--- src/rtl/wb_arbiter.sv ---
// Write-back arbiter: two requesters (A = ALU, B = load/multicycle) share one
// register-file write port. Round-robin on contention, registered write port,
// saturating count of cycles in which a valid requester was refused.
module wb_arbiter #(
  parameter int WIDTH = 32,
  parameter int CNTW  = 16
) (
  input  logic             clk,
  input  logic             reset,
  input  logic             a_valid,
  input  logic [4:0]       a_addr,
  input  logic [WIDTH-1:0] a_data,
  output logic             a_ready,
  input  logic             b_valid,
  input  logic [4:0]       b_addr,
  input  logic [WIDTH-1:0] b_data,
  output logic             b_ready,
  output logic             we3,
  output logic [4:0]       wa3,
  output logic [WIDTH-1:0] wd3,
  output logic             last_b,
  output logic [CNTW-1:0]  stall_cnt
);

  localparam logic [CNTW-1:0] STALL_MAX = '1;

  logic             xfer;
  logic [4:0]       xfer_addr;
  logic [WIDTH-1:0] xfer_data;
  logic             contention;

  // Grant decision: a lone requester always wins; on contention the one that
  // did not win most recently gets the port. Nothing is granted in reset.
  always_comb begin
    a_ready = 1'b0;
    b_ready = 1'b0;
    if (!reset) begin
      if (a_valid && b_valid) begin
        a_ready = last_b;
        b_ready = !last_b;
      end else begin
        a_ready = a_valid;
        b_ready = b_valid;
      end
    end
  end

  // Mux the winning requester onto the write path.
  always_comb begin
    xfer       = a_ready || b_ready;
    xfer_addr  = b_ready ? b_addr : a_addr;
    xfer_data  = b_ready ? b_data : a_data;
    contention = a_valid && b_valid;
  end

  // Register the write port, priority flag and stall counter; x0 writes are
  // accepted but suppressed, and the port holds its last address/data.
  always_ff @(posedge clk) begin
    if (reset) begin
      we3       <= 1'b0;
      wa3       <= '0;
      wd3       <= '0;
      last_b    <= 1'b0;
      stall_cnt <= '0;
    end else begin
      we3 <= xfer && (xfer_addr != 5'd0);
      if (xfer && (xfer_addr != 5'd0)) begin
        wa3 <= xfer_addr;
        wd3 <= xfer_data;
      end
      if (xfer) begin
        last_b <= b_ready;
      end
      if (contention && (stall_cnt != STALL_MAX)) begin
        stall_cnt <= stall_cnt + 1'b1;
      end
    end
  end

endmodule
--- config.mk ---
export PLATFORM = sky130hd
export DESIGN_NAME = wb_arbiter
export DESIGN_NICKNAME = d
export VERILOG_FILES = /design/src/rtl/wb_arbiter.sv
export SDC_FILE = /design/constraint.sdc
export NUM_CORES = 1
export LEC_CHECK = 0
export CAP_MARGIN = 10
export CORE_AREA = 5 5 94 96
export CTS_CLUSTER_DIAMETER = 200
export DETAILED_ROUTE_END_ITERATION = 8
export DIE_AREA = 0 0 99 101
export HOLD_SLACK_MARGIN = 0.02
export MAX_ROUTING_LAYER = met4
export PLACE_DENSITY = 0.83
export SLEW_MARGIN = 10
export SYNTH_ARGS = -nofsm -noshare
export SYNTH_HDL_FRONTEND = slang
export SYNTH_SLANG_ARGS = --single-unit
--- constraint.sdc ---
create_clock -name clk -period 2.5 [get_ports clk]
set_clock_uncertainty 0.1 [all_clocks]
set_input_delay 0.375 -clock clk [delete_from_list [all_inputs] [get_ports clk]]
set_output_delay 0.375 -clock clk [all_outputs]
set_load 0.02 [all_outputs]
---- After elaboration in Yosys (flattened, before gate mapping) ----
Index checks and enable logic that the tools add are counted.
word-level totals
  register bits ........................... 55
  logic and storage cells ................. 19
  output and inout bits ................... 57
  input port bits ......................... 78
operators by class
  mux-type cells .......................... 6
  reduce and logical (&&, ||, !) cells .... 6
  $add $sub $neg .......................... 1
  eq/ne operators ......................... 1
operator list
  kind                     count
  $mux W32                 1
  $add A16 B1 Y16 const B  1
  $ne A16 B16 Y1 const B   1
  $mux W5                  1
  $reduce_bool A5 Y1       1
  $mux W1                  4
  $logic_and A1 B1 Y1      3
  $logic_not A1 Y1         1
  $logic_or A1 B1 Y1       1

---- Longest topological paths before layout ----
Gate-level depths: netlist of the first run.
  word-level depth ........................ 6
  mapped depth ............................ 8
  gate-level depth less buffers ........... 5

---- Worst setup path before layout of the first run ----
No wires, ideal clock.
  path kind ............................... reg-to-reg
  start point ............................. reg stall_cnt[0]
  end point ............................... reg stall_cnt[1]
  library setup time ...................... 128 ps
  path slack .............................. 545 ps
  data required time ...................... 2,272 ps
  buffers on the path ..................... 0
  clock period less this slack ............ 1,955 ps
  cell stages (with the launch flop) ...... 6
  arrival time ............................ 1,728 ps
  cell sequence ........................... dfxtp_1 > ha_1 > nand4_1 > o41ai_4 > mux2i_1 > nor2_1
between the ends
  cells in the longest elaborated chain, start to end .. 2
  elaborated cells between the ends (all ways) .. 3
  those cells by class .................... 1 x add/sub; 1 x eq/ne; 1 x reduce/logical
RTL lines
  what                                                     RTL line  text
  from (decl)                                              22        output logic [CNTW-1:0] stall_cnt
  from (signal assigned)                                   75        stall_cnt <= stall_cnt + 1'b1;
  branches (longest 2 deep; another with $add A16 B1 Y16)  -
Parallel ways; which one is timed is not known.
A chain may end at the register's enable or synchronous reset.

---- Worst setup path after layout of the first run ----
  start point ............................. in reset
  end point ............................... out b_ready
between the ends
  cells in the longest elaborated chain, start to end .. 1
RTL lines
  what         RTL line  text
  from (decl)  9         input logic reset,
  $mux W1      37        if (!reset) begin
  to (decl)    17        output logic b_ready,
No other way between the ends.

==> results of run 1 <==
-- sequential cells by signal (all words and copies together) (netlist names) --
name and count:
wa3 5, wd3 32, we3 1, stall_cnt 16
last_b 1
-- worst max-delay path, cell delays in order --
cell                              delay (ps)
sky130_fd_sc_hd__clkdlybuf4s50_1         530
sky130_fd_sc_hd__a21oi_4                 270
sky130_fd_sc_hd__nand2_8                  70
sky130_fd_sc_hd__clkinv_2                 70
sky130_fd_sc_hd__clkdlybuf4s50_1         630
-- worst min-delay path by stage --
stage	start	to	slack (ps)	cells after the start
finish	wd3[5]$_SDFFE_PP0P_	wd3[5]$_SDFFE_PP0P_	360	2
global route	wd3[23]$_SDFFE_PP0P_	wd3[23]$_SDFFE_PP0P_	380	2
CTS	wd3[18]$_SDFFE_PP0P_	wd3[18]$_SDFFE_PP0P_	370	2
detailed placement	wd3[29]$_SDFFE_PP0P_	wd3[29]$_SDFFE_PP0P_	350	2
global placement	wd3[8]$_SDFFE_PP0P_	wd3[8]$_SDFFE_PP0P_	340	2
floorplan	wd3[0]$_SDFFE_PP0P_	wd3[0]$_SDFFE_PP0P_	430	2
-- through the flow --
step                setup WS [ps]  instance area, um^2  instances  util [%]
global route                 8.85                 4430        539      55.6
CTS                          4.63                 4430        539      55.6
finish                       83.3                 4430        539      55.6
global placement            -53.4                 4330        532      54.3
detailed placement           -162                 4330        532      54.3
floorplan                     545                 2890        296         -
-- synthesized netlist by cell type (2+ instances only) --
library cell                 n  share of area, %
sky130_fd_sc_hd__nand3b_1    3              0.78
sky130_fd_sc_hd__buf_8       2               1.0
sky130_fd_sc_hd__o32ai_1     2              0.61
sky130_fd_sc_hd__a31oi_1     2              0.43
sky130_fd_sc_hd__xor2_1      2              0.61
sky130_fd_sc_hd__clkbuf_1    6              0.78
sky130_fd_sc_hd__buf_12      3               2.1
sky130_fd_sc_hd__nor4_1      5               1.1
sky130_fd_sc_hd__o41ai_1     2              0.61
sky130_fd_sc_hd__o21ai_0     8               1.4
sky130_fd_sc_hd__mux2i_1    66                23
sky130_fd_sc_hd__nand4_1     4              0.87
sky130_fd_sc_hd__inv_1       7              0.91
sky130_fd_sc_hd__and3_1      4              0.87
sky130_fd_sc_hd__o41ai_4     2               1.9
sky130_fd_sc_hd__a21oi_1    11               1.9
sky130_fd_sc_hd__nand2_1    39               5.1
sky130_fd_sc_hd__or3_1       5               1.1
sky130_fd_sc_hd__nand3_1     9               1.6
sky130_fd_sc_hd__and2_1      2              0.43
sky130_fd_sc_hd__o2111ai_1   2              0.61
sky130_fd_sc_hd__nor3_1      8               1.4
sky130_fd_sc_hd__nor2b_1     3              0.65
sky130_fd_sc_hd__buf_2       2              0.35
sky130_fd_sc_hd__clkbuf_8    2              0.95
sky130_fd_sc_hd__dfxtp_1    55                38
sky130_fd_sc_hd__nor2_1     14               1.8
-- cell usage in the layout, fill, tap and decap left out, types with 7 or more instances in the layout --
cell,synthesis,layout
sky130_fd_sc_hd__nand2_1,39,39
sky130_fd_sc_hd__o21ai_0,8,8
sky130_fd_sc_hd__clkdlybuf4s50_1,0,133
sky130_fd_sc_hd__dfxtp_1,55,55
sky130_fd_sc_hd__a21oi_1,11,11
sky130_fd_sc_hd__inv_1,7,7
sky130_fd_sc_hd__nor2_1,14,14
sky130_fd_sc_hd__nor3_1,8,8
sky130_fd_sc_hd__buf_4,1,13
sky130_fd_sc_hd__nand3_1,9,9
sky130_fd_sc_hd__mux2i_1,66,66
-- cell families (layout without fill, tap and decap cells) --
group                      after synthesis  in the layout  share of synthesized area [%]
adders and majority gates                1              1                          0.433
AOI/OAI and AO/OA                       40             40                           11.3
buffers and inverters                   27            165                           7.41
DFF                                     55             55                           38.1
muxes                                   67             67                           23.4
and+or+nand+nor                        104            104                           18.7
xor gates and xnor gates                 2              2                          0.607
-- power by group --
part / internal, W / leakage (nW) / total [W] / switching [W]
clock network: 0.000294 / 0.0513 / 0.000566 / 0.000272
logic: 0.000324 / 1.29 / 0.000589 / 0.000265
registers: 0.000945 / 0.454 / 0.000985 / 0.0000396
-- final cells by class --
class / instances / area share [%]
Sequential cell: 55 / 24.8
Clock inverter: 1 / 0.677
Multi-Input combinational cell: 214 / 35.7
Inverter: 9 / 0.790
Tap cell: 105 / 2.96
Timing Repair Buffer: 149 / 33.4
Clock buffer: 6 / 1.64
-- metal layers --
metal  up-vias  GRT usage, %
met1      1280          17.7
met2       101          28.8
met3        15          4.36
met5         -             -
met4         0          5.25
li1       1346             -
==> results.md, run 1 <==
- The flow ran to the end, and the final reports show no timing, DRC or antenna violations.
- Setup repair after global routing left no endpoint under its margin.
- Measured against its own limit, the worst slew margin works out to 54.8%.
- The detailed-route wire length on metal 1 is between 3 and 4 mm.
- The number of nets in the final layout is 513.
- For this design, the sink count on the clock tree is 55.
- In this run the critical register-to-register path is captured at wd3[10]$_SDFFE_PP0P_.
- The worst register-to-register path begins at last_b$_SDFFE_PP0P_.
- Clock latency on the worst-skew pair, taken at its later pin, is 300 ps.
- Yosys printed 0 warnings.
- The final number of max-transition violations was 0.
- The aggregate negative setup slack is 0 ps.
- The boundary pin count is roughly 140.
- The flop and latch count out of synthesis is 55.
- Summed over all nets, wire length on met3 after detailed routing comes to 562 um.
- The die outline area is around 10000 um^2.
- Entering global routing, the biggest net connects 35 pins.
- The final critical path time including I/O delays and setup is between 2000 and 2500 ps.
- The clock root buffer is sky130_fd_sc_hd__clkbuf_8.
- The layout overhead on the synthesized area is 53.6%.
- The longest clock path from root to sink contains 2 buffers.
- The power density over the cells is 482 nW/um^2.
- The routed layout has 2,742 vias.
- After clock tree synthesis, the flow added hold-fix buffers numbering 0.
- In this run the post-CTS setup repair buffer count came out at 0.
- The final period utilization is 96.7%.
- STA classifies the critical path endpoint as an output pin.
- 0 antenna diodes ended up in the layout.
- The ratio of routed vias to standard cells is 5.09.
- The maximum level of the CTS H-tree is 2.
- After detailed routing, the average wire length per cell comes to 15.0 um.
- The critical path starts at reset.
- At the pin with the least slew margin, the transition time is about 680 ps.
- The tool flagged a number of max-cap violations equal to 0.
- After floorplanning, the core was divided into 33 placement rows.
- The overall power after layout is 0.00214 W.
- Of all flip-flops after synthesis, the portion carrying an async set or reset was 0%.
- The register cell area after layout is 1100 um^2.
- The mean instance size in the synthesized netlist is 9.75 um^2.
- The leakage power of the design is 1.80 nW.
- The via count of the first global-routing pass came to 2,833.
- After synthesis, flip-flops and latches occupy about two fifths of the total area.
- The clock edge transition at the registers on the reported setup and hold paths is around 90 ps.
- The layout has a little under 700 filler cells.
- The upper clock frequency limit is 0.414 GHz.
- The clock buffer count from CTS is 5.
- The wire length of the first global-routing pass is 12.9 mm.
- The reg2reg setup slack is between 400 and 500 ps.
- Before antenna repair, the detailed router went through 4 iterations.
- The total count of hold-check failures in the final report was 0.
- The critical path endpoint is b_ready.
- When the netlist entered floorplanning its net count stood at roughly 380.
- The number of enable flip-flop cells after synthesis is 0.
- The highest metal layer with signal wires is met4.
- The floorplan step set the die height to 101 um.
- The combined area of the multi-input logic cells is roughly 1600 um^2.
- The post-cts sizing count is 0.
- Summing every instance area after synthesis gives between 2000 and 3000 um^2.
- The number of DRC markers after the initial detailed-route iteration is 115.
- After detailed routing, the number of remaining DRC violations is 0.
- Summed over all nets, wire length on met2 after detailed routing comes to about 4 mm.
- For this configuration, the core starts out at a cell density of 36.2%.
- The global route total overflow is 0.
- The type of the most critical hold path is reg2reg.
- The required time at the endpoint of the critical path is 2030 ps.
- Detailed placement ended at an HPWL of 6.43 mm.
- The routed design has 8.07 mm of wire.
- The count of nets left with antenna violations once routing finished came out at 0.
- The highest ir drop seen on vdd is ~280 uV.
- After floorplanning, the core was sized to cover 7970 um^2.
- The number of antenna violations at the first check in global routing was 0.
- The endpoint arrival time on the critical path is 1940 ps.
- The die is 99 um wide.
- The all-layer global routing usage is 16.3%.
- The fraction of final layout cells with drive strength greater than 1 is 7.83%.
- Setup violations remaining at the end of the flow were counted as 0.
- The kind of launch point of the worst setup path is an input port.
- At the end of routability-driven placement, the weighted congestion stood at approximately 0.85.
- In the synthesized netlist, the number of instances is about 300.
- In this run the tool buffered the top-level ports with around 130 buffer cells.
- The CTS tree is built.
- The largest driver fanout on the critical path is 4.
- The classification of the worst setup path is in2out.
- For this run, the leading register cell type out of synthesis is sky130_fd_sc_hd__dfxtp_1.
- The number of cells on the worst reg-to-reg path is 5.
- The distinct cell type count of the synthesized netlist is 53.
- On the final layout, the worst hold slack is 365 ps.
(Power assumes the default switching activity.)
==> inputs of run 2 (changes only) <==
- CAP_MARGIN: 10 -> 20
- CTS_CLUSTER_DIAMETER: 200 -> 150
- SETUP_SLACK_MARGIN: default -> 0.2
==> results.md, run 2 (synthesis gave the netlist of run 1 again) <==
- The switching power as a share of total power is 26.9%.
- The slew at the pin closest to its max-slew limit is 552 ps.
- The CTS sink count is 55.
- The tightest hold path in the finished design has a slack of 365 ps.
- The fraction of final layout cells with drive strength greater than 1 is 8.26%.
- The layout overhead on the synthesized area is 54.0%.
- The run finished with clean final reports.
- The register name with the most flops is wd3.
- The total count of hold-check failures in the final report is 0.
- Entering global routing, the biggest net connects 35 pins.
- Clock latency on the worst-skew pair, taken at its later pin, is roughly 300 ps.
- The first detailed-routing pass took 5 iterations.
- The flip-flop count of the largest register after layout is 32.
- The analysis attributes to cell leakage a power of 1.80 nW.
- STA classifies the critical path endpoint as an output pin.
- The final period utilization is slightly below 90%.
- The tree is rooted in a sky130_fd_sc_hd__clkbuf_8.
- The library cell used most frequently in the layout, excluding fill and tap cells, is sky130_fd_sc_hd__clkdlybuf4s50_1.
- The internal portion of the total power is around 0.0016 W.
- For the final routed database, the setup TNS stands at 0 ps.
- The largest registers in the layout are wd3 (32), stall_cnt (16), wa3 (5).
- The type of the most critical hold path is reg2reg.
- Setup slack closes at 321 ps.
- 135 I/O pins were placed.
- The area after detailed placement is 4330 um^2.
- The final number of max-transition violations is 0.
- The die width is 99 um.
- The maximum count of clock buffers along a single path is 2.
- The required time at the endpoint of the critical path is 2030 ps.
- The power spent charging and discharging nets is 0.000577 W.
- At the placement stage, the worst setup path has a slack of -162 ps.
- The ratio of routed vias to standard cells is 5.10.
- The number of hold buffers added after CTS was 0.
- The detailed-route via count is 2,758.
- The global route total overflow is 0.
- The CTS tree is built.
- The number of endpoints failing setup at the final stage is 0.
- Across every metal layer, demand over resource in global routing totals 16.3%.
- Data on the critical path arrives at its endpoint at approximately 1700 ps.
- In this run, the clock network consumes 26.4% of the power.
- After clock tree synthesis, the clock-pin slew on the worst setup and hold paths is 100 ps.
- The combinational share of power is about 28%.
- The floorplan step set the die height to 101 um.
- The classification of the worst setup path is in2out.
- The wire-length estimate of the detail-placed layout is approximately 6.4 mm.
- The finished cells cover roughly 4400 um^2.
- The number of nets in the final layout is 515.
- The signal on the critical path passes through clkdlybuf4s50_1 -> a21oi_4 -> nand2_8 -> clkinv_2 -> nor2_1 -> clkdlybuf4s15_1.
- The wire length of the first global-routing pass is 12.9 mm.
- The number of DRC markers after the initial detailed-route iteration is between 100 and 150.
- Measured on the finished design, the core utilization comes to 55.8%.
- The weighted congestion at the end of routability-driven global placement is 0.851.
- In this run the remaining antenna-violating nets after routing total 0.
- The die covers about 10000 um^2.
- Across the run, the number of max-cap violations was 0.
- The antenna diode count is 0.
- For this configuration, the core starts out at a cell density of about 36%.
- In this run the power density over the cells is roughly 480 nW/um^2.
- The per-cell routed wire length is between 10 and 15 um.
- Setup repair after global routing left no endpoint under its margin.
- The smallest clock period supported by the final layout is computed as 2180 ps.
- The via count of the first global-routing pass was 2,833.
- In this run, flip-flops and latches consume 46.0% of the power.
- The upper clock frequency limit is 0.459 GHz.
- STA classifies the critical path startpoint as an input port.
- The wire length after detailed routing is about 8.1 mm.
- TritonCTS created 5 clock buffers.
- The worst-case IR drop observed on VDD is ~290 uV.
- The cell with the largest stage delay on the worst path is sky130_fd_sc_hd__clkdlybuf4s50_1.
- The total of buffers placed on input and output ports is 134.
- The number of antenna violations at the first check in global routing is 0.
- The worst pin sits at a relative slew slack of 62.2%.
- In the routed design, unresolved DRC markers number 0.
- The largest driver fanout on the critical path is 4.
- The library cells used most frequently in the layout, excluding fill and tap cells, are sky130_fd_sc_hd__clkdlybuf4s50_1, sky130_fd_sc_hd__mux2i_1, sky130_fd_sc_hd__dfxtp_1.
- The critical path's largest stage delay is between 600 and 700 ps.
- The floorplan core area is between 7000 and 8000 um^2.
- The maximum level of the CTS H-tree is 2.
- The floorplan has 33 rows.
[run 2: cell count changes in the layout (fill, tap and decap cells not counted), sizes merged]
cell / before / now
clkdlybuf4s50: 133 / 132
buf: 15 / 17
dlygate4sd2: 0 / 1
clkdlybuf4s15: 0 / 1
dlymetal6s2s: 1 / 0
[run 2: power by group through the flow]
| stage | Sequential, W | Combinational [W] | Clock, W |
|---|---|---|---|
| after floorplan | 0.00108 | 0.000203 | 0 |
| after global routing | 0.000992 | 0.000631 | 0.000622 |
| after CTS | 0.000985 | 0.000595 | 0.000582 |
| final | 0.000984 | 0.000591 | 0.000566 |
| after global placement | 0.00100 | 0.000581 | 0 |
| after detailed placement | 0.00100 | 0.000595 | 0 |
[run 2: cell type report]
cell class,instances,area [um^2]
multi-input cells,214,1580
fillers,678,3520
clock buffers,6,72.6
inverters,9,35.0
flip-flops and latches,55,1100
repair buffers,151,1490
clock inverters,1,30.0
well taps,105,131
[run 2: path summary, 6_finish.rpt]
| kind | startpoint | end | slack, ps | cells after the start |
|---|---|---|---|---|
| hold reg to reg | wd3[5]$_SDFFE_PP0P_ | wd3[5]$_SDFFE_PP0P_ | 360 | 2 |
| hold / removal | wd3[5]$_SDFFE_PP0P_ | wd3[5]$_SDFFE_PP0P_ | 360 | 2 |
| setup / recovery | reset | a_ready | 320 | 6 |
| setup reg to reg | stall_cnt[2]$_SDFFE_PP0P_ | stall_cnt[10]$_SDFFE_PP0P_ | 490 | 4 |
[run 2: per-layer routing]
layer	share of wire, %	GRT usage, %
met1	40	17.7
met2	51	28.8
met3	7.0	4.36
met4	1.5	5.25
met5	0	-
[run 2: what timing repair did]
action                     CTS  global route
resized for setup            2             1
setup endpoints to repair    9            20
setup buffers                0             2
pin swaps                    1             1
[run 2: stage by stage]
step | cells | total power [W]
2_1_floorplan | 296 | 0.00129
3_3_place_gp | 532 | 0.00158
3_5_place_dp | 532 | 0.00160
4_1_cts | 539 | 0.00216
5_1_grt | 541 | 0.00225
6_report | 541 | 0.00214
[run 2: critical path: cells and delay by family]
kind / cells / cell delay, ps
buffers and inverters: 3 / 1040
AO/OA/AOI/OAI: 1 / 90
AND/OR/NAND/NOR: 2 / 200
